$ cat config.mk
export PLATFORM = sky130hd
export DESIGN_NAME = vga_timing_gen_flat
export DESIGN_NICKNAME = d
export VERILOG_FILES = /design/src/rtl/vga_pkg.sv /design/src/rtl/vga_timing_gen_if.sv /design/src/rtl/vga_axis_counter.sv /design/src/rtl/vga_timing_gen.sv /design/src/flat_wrapper.sv
export SDC_FILE = /design/constraint.sdc
export NUM_CORES = 1
export LEC_CHECK = 0
export CAP_MARGIN = 20
export CORE_MARGIN = 4
export CORE_UTILIZATION = 32
export CTS_CLUSTER_SIZE = 12
export DETAILED_ROUTE_END_ITERATION = 6
export PLACE_DENSITY_LB_ADDON = 0.12
export SYNTH_ARGS = -nofsm -noshare
export SYNTH_HDL_FRONTEND = slang
export SYNTH_HIERARCHICAL = 1
export SYNTH_SLANG_ARGS = --single-unit
$ cat constraint.sdc
create_clock -name clk -period 2 [get_ports clk]
set_input_delay 0.4 -clock clk [delete_from_list [all_inputs] [get_ports clk]]
set_output_delay 0.4 -clock clk [all_outputs]
set_load 0.02 [all_outputs]
$ cat src/rtl/vga_pkg.sv
// Shared 1024x768 @ 60 Hz raster timing constants for the display path.
// Drawing stages import these for screen-edge and blanking decisions.
package vga_pkg;

  localparam int CNT_W = 12;

  localparam int H_ACTIVE = 1024;
  localparam int H_FRONT  = 24;
  localparam int H_SYNC   = 136;
  localparam int H_BACK   = 160;

  localparam int V_ACTIVE = 768;
  localparam int V_FRONT  = 3;
  localparam int V_SYNC   = 6;
  localparam int V_BACK   = 29;

  function automatic int axis_total(input int active, input int front,
                                    input int sync, input int back);
    return active + front + sync + back;
  endfunction

  localparam int H_TOTAL = axis_total(H_ACTIVE, H_FRONT, H_SYNC, H_BACK);
  localparam int V_TOTAL = axis_total(V_ACTIVE, V_FRONT, V_SYNC, V_BACK);

endpackage

$ cat src/rtl/vga_timing_gen_if.sv
// Raster timing bundle from vga_timing_gen to the drawing pipeline.
// frame_tick exists only when VGA_TIMING_FRAME_TICK_EN is defined.
interface vga_timing_gen_if;
  import vga_pkg::*;

  logic [CNT_W-1:0] hcount_out;
  logic             hsync_out;
  logic             hblnk_out;
  logic [CNT_W-1:0] vcount_out;
  logic             vsync_out;
  logic             vblnk_out;
`ifdef VGA_TIMING_FRAME_TICK_EN
  logic             frame_tick;
`endif

  modport master (
`ifdef VGA_TIMING_FRAME_TICK_EN
    output frame_tick,
`endif
    output hcount_out, hsync_out, hblnk_out,
    output vcount_out, vsync_out, vblnk_out
  );

  modport slave (
`ifdef VGA_TIMING_FRAME_TICK_EN
    input frame_tick,
`endif
    input hcount_out, hsync_out, hblnk_out,
    input vcount_out, vsync_out, vblnk_out
  );

endinterface

$ cat src/rtl/vga_axis_counter.sv
// One raster axis: wrapping position counter with registered blank/sync decode.
// wrap is combinational so the next axis can step on the same edge.
module vga_axis_counter
  import vga_pkg::*;
#(
  parameter int   ACTIVE      = H_ACTIVE,
  parameter int   FRONT       = H_FRONT,
  parameter int   SYNC        = H_SYNC,
  parameter int   BACK        = H_BACK,
  parameter logic SYNC_ACTIVE = 1'b1
) (
  input  logic             clk,
  input  logic             rst,
  input  logic             inc,
  output logic [CNT_W-1:0] count,
  output logic             blnk,
  output logic             sync,
  output logic             wrap
);

  localparam int               TOTAL      = axis_total(ACTIVE, FRONT, SYNC, BACK);
  localparam logic [CNT_W-1:0] LAST       = CNT_W'(TOTAL - 1);
  localparam logic [CNT_W-1:0] BLNK_START = CNT_W'(ACTIVE);
  localparam logic [CNT_W-1:0] SYNC_START = CNT_W'(ACTIVE + FRONT);
  localparam logic [CNT_W-1:0] SYNC_END   = CNT_W'(ACTIVE + FRONT + SYNC);

  logic [CNT_W-1:0] count_nxt;

  // NOTE: every always_comb output is given a default first, so no path can infer a latch.
  always_comb begin
    wrap      = inc && (count >= LAST);
    count_nxt = count;
    if (wrap) begin
      count_nxt = '0;
    end else if (inc) begin
      count_nxt = count + 1'b1;
    end
  end

  // Flags decode count_nxt so they describe the count registered on the same edge.
  // NOTE: registers use non-blocking assignments so every one samples pre-edge values.
  always_ff @(posedge clk) begin
    if (!rst) begin
      count <= '0;
      blnk  <= 1'b0;
      sync  <= ~SYNC_ACTIVE;
    end else begin
      count <= count_nxt;
      blnk  <= (count_nxt >= BLNK_START);
      sync  <= ((count_nxt >= SYNC_START) && (count_nxt < SYNC_END)) ? SYNC_ACTIVE
                                                                      : ~SYNC_ACTIVE;
    end
  end

endmodule

$ cat src/rtl/vga_timing_gen.sv
// 1024x768 @ 60 Hz raster timing generator; every output is registered.
// Define VGA_TIMING_FRAME_TICK_EN to add the start-of-vblank frame_tick pulse.
module vga_timing_gen #(
  parameter int   H_ACTIVE    = vga_pkg::H_ACTIVE,
  parameter int   H_FRONT     = vga_pkg::H_FRONT,
  parameter int   H_SYNC      = vga_pkg::H_SYNC,
  parameter int   H_BACK      = vga_pkg::H_BACK,
  parameter int   V_ACTIVE    = vga_pkg::V_ACTIVE,
  parameter int   V_FRONT     = vga_pkg::V_FRONT,
  parameter int   V_SYNC      = vga_pkg::V_SYNC,
  parameter int   V_BACK      = vga_pkg::V_BACK,
  parameter logic SYNC_ACTIVE = 1'b1
) (
  input logic              clk,
  input logic              rst,
  vga_timing_gen_if.master vga
);
  import vga_pkg::*;

  logic [CNT_W-1:0] h_count;
  logic [CNT_W-1:0] v_count;
  logic             h_blnk;
  logic             h_sync;
  logic             h_wrap;
  logic             v_blnk;
  logic             v_sync;
  logic             v_wrap_unused;

  vga_axis_counter #(
    .ACTIVE      (H_ACTIVE),
    .FRONT       (H_FRONT),
    .SYNC        (H_SYNC),
    .BACK        (H_BACK),
    .SYNC_ACTIVE (SYNC_ACTIVE)
  ) u_h_axis (
    .clk   (clk),
    .rst   (rst),
    .inc   (1'b1),
    .count (h_count),
    .blnk  (h_blnk),
    .sync  (h_sync),
    .wrap  (h_wrap)
  );

  // Lines advance only on the edge where the pixel counter wraps.
  vga_axis_counter #(
    .ACTIVE      (V_ACTIVE),
    .FRONT       (V_FRONT),
    .SYNC        (V_SYNC),
    .BACK        (V_BACK),
    .SYNC_ACTIVE (SYNC_ACTIVE)
  ) u_v_axis (
    .clk   (clk),
    .rst   (rst),
    .inc   (h_wrap),
    .count (v_count),
    .blnk  (v_blnk),
    .sync  (v_sync),
    .wrap  (v_wrap_unused)
  );

  assign vga.hcount_out = h_count;
  assign vga.hsync_out  = h_sync;
  assign vga.hblnk_out  = h_blnk;
  assign vga.vcount_out = v_count;
  assign vga.vsync_out  = v_sync;
  assign vga.vblnk_out  = v_blnk;

`ifdef VGA_TIMING_FRAME_TICK_EN
  localparam logic [CNT_W-1:0] TICK_PREV_LINE = CNT_W'(V_ACTIVE - 1);

  logic frame_tick;

  // High with position (0, V_ACTIVE): the line wrap out of the last visible line.
  always_ff @(posedge clk) begin
    if (!rst) begin
      frame_tick <= 1'b0;
    end else begin
      frame_tick <= h_wrap && (v_count == TICK_PREV_LINE);
    end
  end

  assign vga.frame_tick = frame_tick;
`endif

endmodule

$ cat src/flat_wrapper.sv
// flat-port wrapper written by rule: the top's interface ports become plain ports
module vga_timing_gen_flat import vga_pkg::*;
#(
  parameter int   H_ACTIVE    = vga_pkg::H_ACTIVE,
  parameter int   H_FRONT     = vga_pkg::H_FRONT,
  parameter int   H_SYNC      = vga_pkg::H_SYNC,
  parameter int   H_BACK      = vga_pkg::H_BACK,
  parameter int   V_ACTIVE    = vga_pkg::V_ACTIVE,
  parameter int   V_FRONT     = vga_pkg::V_FRONT,
  parameter int   V_SYNC      = vga_pkg::V_SYNC,
  parameter int   V_BACK      = vga_pkg::V_BACK,
  parameter logic SYNC_ACTIVE = 1'b1
)
  (clk, rst, vga_hcount_out, vga_hsync_out, vga_hblnk_out, vga_vcount_out, vga_vsync_out, vga_vblnk_out);
  vga_timing_gen_if vga_i ();
  input logic clk;
  input logic rst;
  output wire logic [$bits(vga_i.hcount_out)-1:0] vga_hcount_out;
  output wire logic [$bits(vga_i.hsync_out)-1:0] vga_hsync_out;
  output wire logic [$bits(vga_i.hblnk_out)-1:0] vga_hblnk_out;
  output wire logic [$bits(vga_i.vcount_out)-1:0] vga_vcount_out;
  output wire logic [$bits(vga_i.vsync_out)-1:0] vga_vsync_out;
  output wire logic [$bits(vga_i.vblnk_out)-1:0] vga_vblnk_out;
  assign vga_hcount_out = vga_i.hcount_out;
  assign vga_hsync_out = vga_i.hsync_out;
  assign vga_hblnk_out = vga_i.hblnk_out;
  assign vga_vcount_out = vga_i.vcount_out;
  assign vga_vsync_out = vga_i.vsync_out;
  assign vga_vblnk_out = vga_i.vblnk_out;
  vga_timing_gen #(.H_ACTIVE(H_ACTIVE), .H_FRONT(H_FRONT), .H_SYNC(H_SYNC), .H_BACK(H_BACK), .V_ACTIVE(V_ACTIVE), .V_FRONT(V_FRONT), .V_SYNC(V_SYNC), .V_BACK(V_BACK), .SYNC_ACTIVE(SYNC_ACTIVE)) u_core (.clk(clk), .rst(rst), .vga(vga_i));
endmodule
==> flow_results.xml <==
<?xml version="1.0" encoding="UTF-8"?>
<metrics>
  <group name="worst_hold_path">
    <metric name="min-delay-path-class" unit="">flip-flop to flip-flop</metric>
  </group>
  <group name="route">
    <metric name="route.antenna.remaining_nets" unit="">0</metric>
    <metric name="routed-via-count" unit="">1401</metric>
    <metric name="drc" unit="">0</metric>
    <metric name="vias_per_cell" unit="">4.92</metric>
    <metric name="drt_first_pass_iters" unit="">4</metric>
    <metric name="drt_wl_total" unit="mm">3.78</metric>
    <metric name="wire_per_inst" unit="µm">13.3</metric>
    <metric name="first_iter_violations" unit="">97</metric>
  </group>
  <group name="setup_path">
    <metric name="timing.critical_path.from_type" unit="">flip-flop</metric>
    <metric name="cp_cell_sequence" unit="">ha_4 -&gt; inv_1 -&gt; or2_4 -&gt; a31oi_4 -&gt; buf_4 -&gt; a21oi_1 -&gt; a221oi_1 -&gt; o221ai_1 -&gt; and4bb_1</metric>
    <metric name="critPathMaxStageDelay" unit="ns">0.37</metric>
    <metric name="critPathArrivalTime" unit="ns">2.07</metric>
    <metric name="critical_path_class" unit="">flip-flop to flip-flop</metric>
    <metric name="end_kind" unit="">flip-flop</metric>
    <metric name="r2r_setup_slack" unit="ns">0.11</metric>
    <metric name="cp_max_fo" unit="">5</metric>
    <metric name="critPathBufInv" unit="">2</metric>
    <metric name="worstPathRequired" unit="ns">2.18</metric>
    <metric name="critical_path.slowest_cell" unit="">sky130_fd_sc_hd__dfxtp_2</metric>
    <metric name="critical_path.top_delay_family" unit="">compound AO/OA/AOI/OAI gates</metric>
  </group>
  <group name="placed_design">
    <metric name="place.gp.congestion" unit="">0.832</metric>
    <metric name="place.detailed.instances" unit="">279</metric>
    <metric name="port_buffers" unit="">29</metric>
    <metric name="detailedPlacementHpwl" unit="mm">2.90</metric>
  </group>
  <group name="status">
    <metric name="outcome" unit="">finished clean</metric>
  </group>
  <group name="power_and_ir_drop">
    <metric name="power.density" unit="mW/mm²">586</metric>
    <metric name="comb_power_share" unit="">0.193</metric>
    <metric name="total_power" unit="mW">1.25</metric>
    <metric name="proportion_of_power_drawn_by_flip_flops_and_latches" unit="">0.490</metric>
    <metric name="clkPwrFrac" unit="">0.317</metric>
    <metric name="p_sw_frac" unit="">0.256</metric>
    <metric name="internal_power" unit="mW">0.929</metric>
    <metric name="power_switching" unit="mW">0.320</metric>
    <metric name="p_leak" unit="nW">0.760</metric>
    <metric name="ir_worst_vdd" unit="µV">363</metric>
  </group>
  <group name="timing">
    <metric name="timing.hold.ws" unit="ns">0.515</metric>
    <metric name="min_period_over_period" unit="">0.943</metric>
    <metric name="max_clock_freq" unit="MHz">530</metric>
    <metric name="unrepaired_setup_endpoints_after_global_routing" unit="">yes</metric>
    <metric name="timing_worst_slew_pin_value" unit="ns">0.602</metric>
    <metric name="period_minus_slack" unit="ns">1.89</metric>
    <metric name="max_slew_margin" unit="">0.596</metric>
    <metric name="clock-skew-final" unit="ns">0.0105</metric>
    <metric name="timing_hold_violations_final" unit="">0</metric>
    <metric name="finish_stage_setup_viols" unit="">0</metric>
    <metric name="finalMaxSlewViolations" unit="">0</metric>
    <metric name="tns" unit="ns">0</metric>
  </group>
  <group name="final_layout">
    <metric name="num_antenna_cells" unit="">0</metric>
    <metric name="layout-drive-gt1-share" unit="">0.261</metric>
    <metric name="most-common-layout-cells" unit="">29 x sky130_fd_sc_hd__clkdlybuf4s50_1, 21 x sky130_fd_sc_hd__dfxtp_1, 20 x sky130_fd_sc_hd__buf_4</metric>
    <metric name="fillers" unit="">472</metric>
    <metric name="num-nets-final" unit="">225</metric>
    <metric name="synthToLayoutAreaGrowth" unit="%">37.4</metric>
    <metric name="final_common_cell" unit="">sky130_fd_sc_hd__clkdlybuf4s50_1</metric>
    <metric name="layoutNonFillerInstCount" unit="">285</metric>
    <metric name="final_util" unit="">0.451</metric>
  </group>
  <group name="yosys">
    <metric name="post_synthesis_net_count" unit="">183</metric>
    <metric name="avgSynthCellArea" unit="µm²">8.77</metric>
    <metric name="post_synth_inst_count" unit="">177</metric>
    <metric name="ys_warn_count" unit="">6</metric>
    <metric name="post_synth_instance_area" unit="mm²">0.00155</metric>
  </group>
  <group name="floorplan">
    <metric name="dieWidth" unit="µm">77.6</metric>
    <metric name="die_area" unit="mm²">0.00603</metric>
    <metric name="core_area" unit="mm²">0.00472</metric>
    <metric name="top_level_ports" unit="">30</metric>
    <metric name="floorplan.rows" unit="">25</metric>
    <metric name="initial_core_util" unit="">0.328</metric>
    <metric name="die_height" unit="µm">77.6</metric>
  </group>
  <group name="grt">
    <metric name="grt_pass1_vias" unit="">1497</metric>
    <metric name="grt_first_pass_wirelength" unit="mm">6.73</metric>
    <metric name="grt_antenna_before_repair" unit="">0</metric>
    <metric name="pin_count_of_the_biggest_net_entering_global_routing" unit="">17</metric>
    <metric name="global_route.overflow_total" unit="">0</metric>
    <metric name="gr-usage-all-layers" unit="">0.135</metric>
  </group>
  <group name="clocking">
    <metric name="cts_buffer_count" unit="">3</metric>
    <metric name="clock_tree_from_tritoncts" unit="">done</metric>
    <metric name="htree_levels" unit="">1</metric>
    <metric name="clk_pin_slew_worst_paths" unit="ns">0.10</metric>
    <metric name="clk_sinks" unit="">28</metric>
    <metric name="cts.path.max_buffers" unit="">2</metric>
    <metric name="cts_root_buffer" unit="">sky130_fd_sc_hd__clkbuf_8</metric>
    <metric name="clock_insertion_delay_worst_skew" unit="ns">0.28</metric>
  </group>
  <group name="flow_run">
    <metric name="drv_cap" unit="">0</metric>
  </group>
</metrics>
[final cells by class]
cell class                      count  area, µm²  area share
Multi-Input combinational cell    131        947       0.444
Sequential cell                    28        572       0.268
Timing Repair Buffer               49        440       0.207
Tap cell                           67       83.8      0.0393
Clock buffer                        4       66.3      0.0311
Inverter                            6       22.5      0.0106
[per-stage QoR]
| step | cell area [µm²] | worst slack (ns) |
|---|---|---|
| floorplan | 1580 | 0.0184 |
| global placement | 2010 | 0.116 |
| detailed placement | 2010 | 0.0151 |
| CTS | 2080 | 0.0120 |
| global route | 2130 | -0.0270 |
| finish | 2130 | 0.113 |
[per-layer routing]
metal  share of wire  vias up  global-route usage
li1                -      710                   -
met1            0.44      659               0.156
met2            0.52       30               0.249
met3           0.029        2              0.0220
met4          0.0071        0              0.0445
met5               0        -                   0
[state kept, by name, indices dropped and copies added (netlist names)]
| signal | cells |
|---|---|
| u_core/u_h_axis/blnk | 1 |
| u_core/u_v_axis/blnk | 1 |
| u_core/u_h_axis/count | 12 |
| u_core/u_h_axis/sync | 1 |
| u_core/u_v_axis/count | 12 |
| u_core/u_v_axis/sync | 1 |
[power by group through the flow]
stage / registers (mW) / logic (mW) / clock network, mW
4_1_cts: 0.603 / 0.238 / 0.412
3_5_place_dp: 0.616 / 0.237 / 0
2_1_floorplan: 0.667 / 0.0653 / 0
3_3_place_gp: 0.615 / 0.232 / 0
6_report: 0.612 / 0.241 / 0.397
5_1_grt: 0.614 / 0.268 / 0.440
[final timing paths]
check                                                from                        end  cells past startpoint
worst max-delay path             u_core/u_h_axis/count[1]       u_core/u_v_axis/sync                      9
worst min-delay path            u_core/u_v_axis/count[11]  u_core/u_v_axis/count[11]                      2
worst max register to register   u_core/u_h_axis/count[1]       u_core/u_v_axis/sync                      9
worst min register to register  u_core/u_v_axis/count[11]  u_core/u_v_axis/count[11]                      2
[tightest hold or removal path, cell delays in order, from the launching register on]
cell                      delay [ns]
sky130_fd_sc_hd__dfxtp_1        0.36
sky130_fd_sc_hd__a41oi_1        0.06
sky130_fd_sc_hd__nor2_2         0.07
[what timing repair did]
item / in CTS / in global routing
endpoints found under the setup margin: 1 / 7
buffers inserted: 1 / 1
pin swaps: 2 / 5
hold buffers: 0 / 0
gates cloned: 0 / 0
gates resized for setup: 1 / 9
No activity file was read; power rests on OpenSTA's default activity.
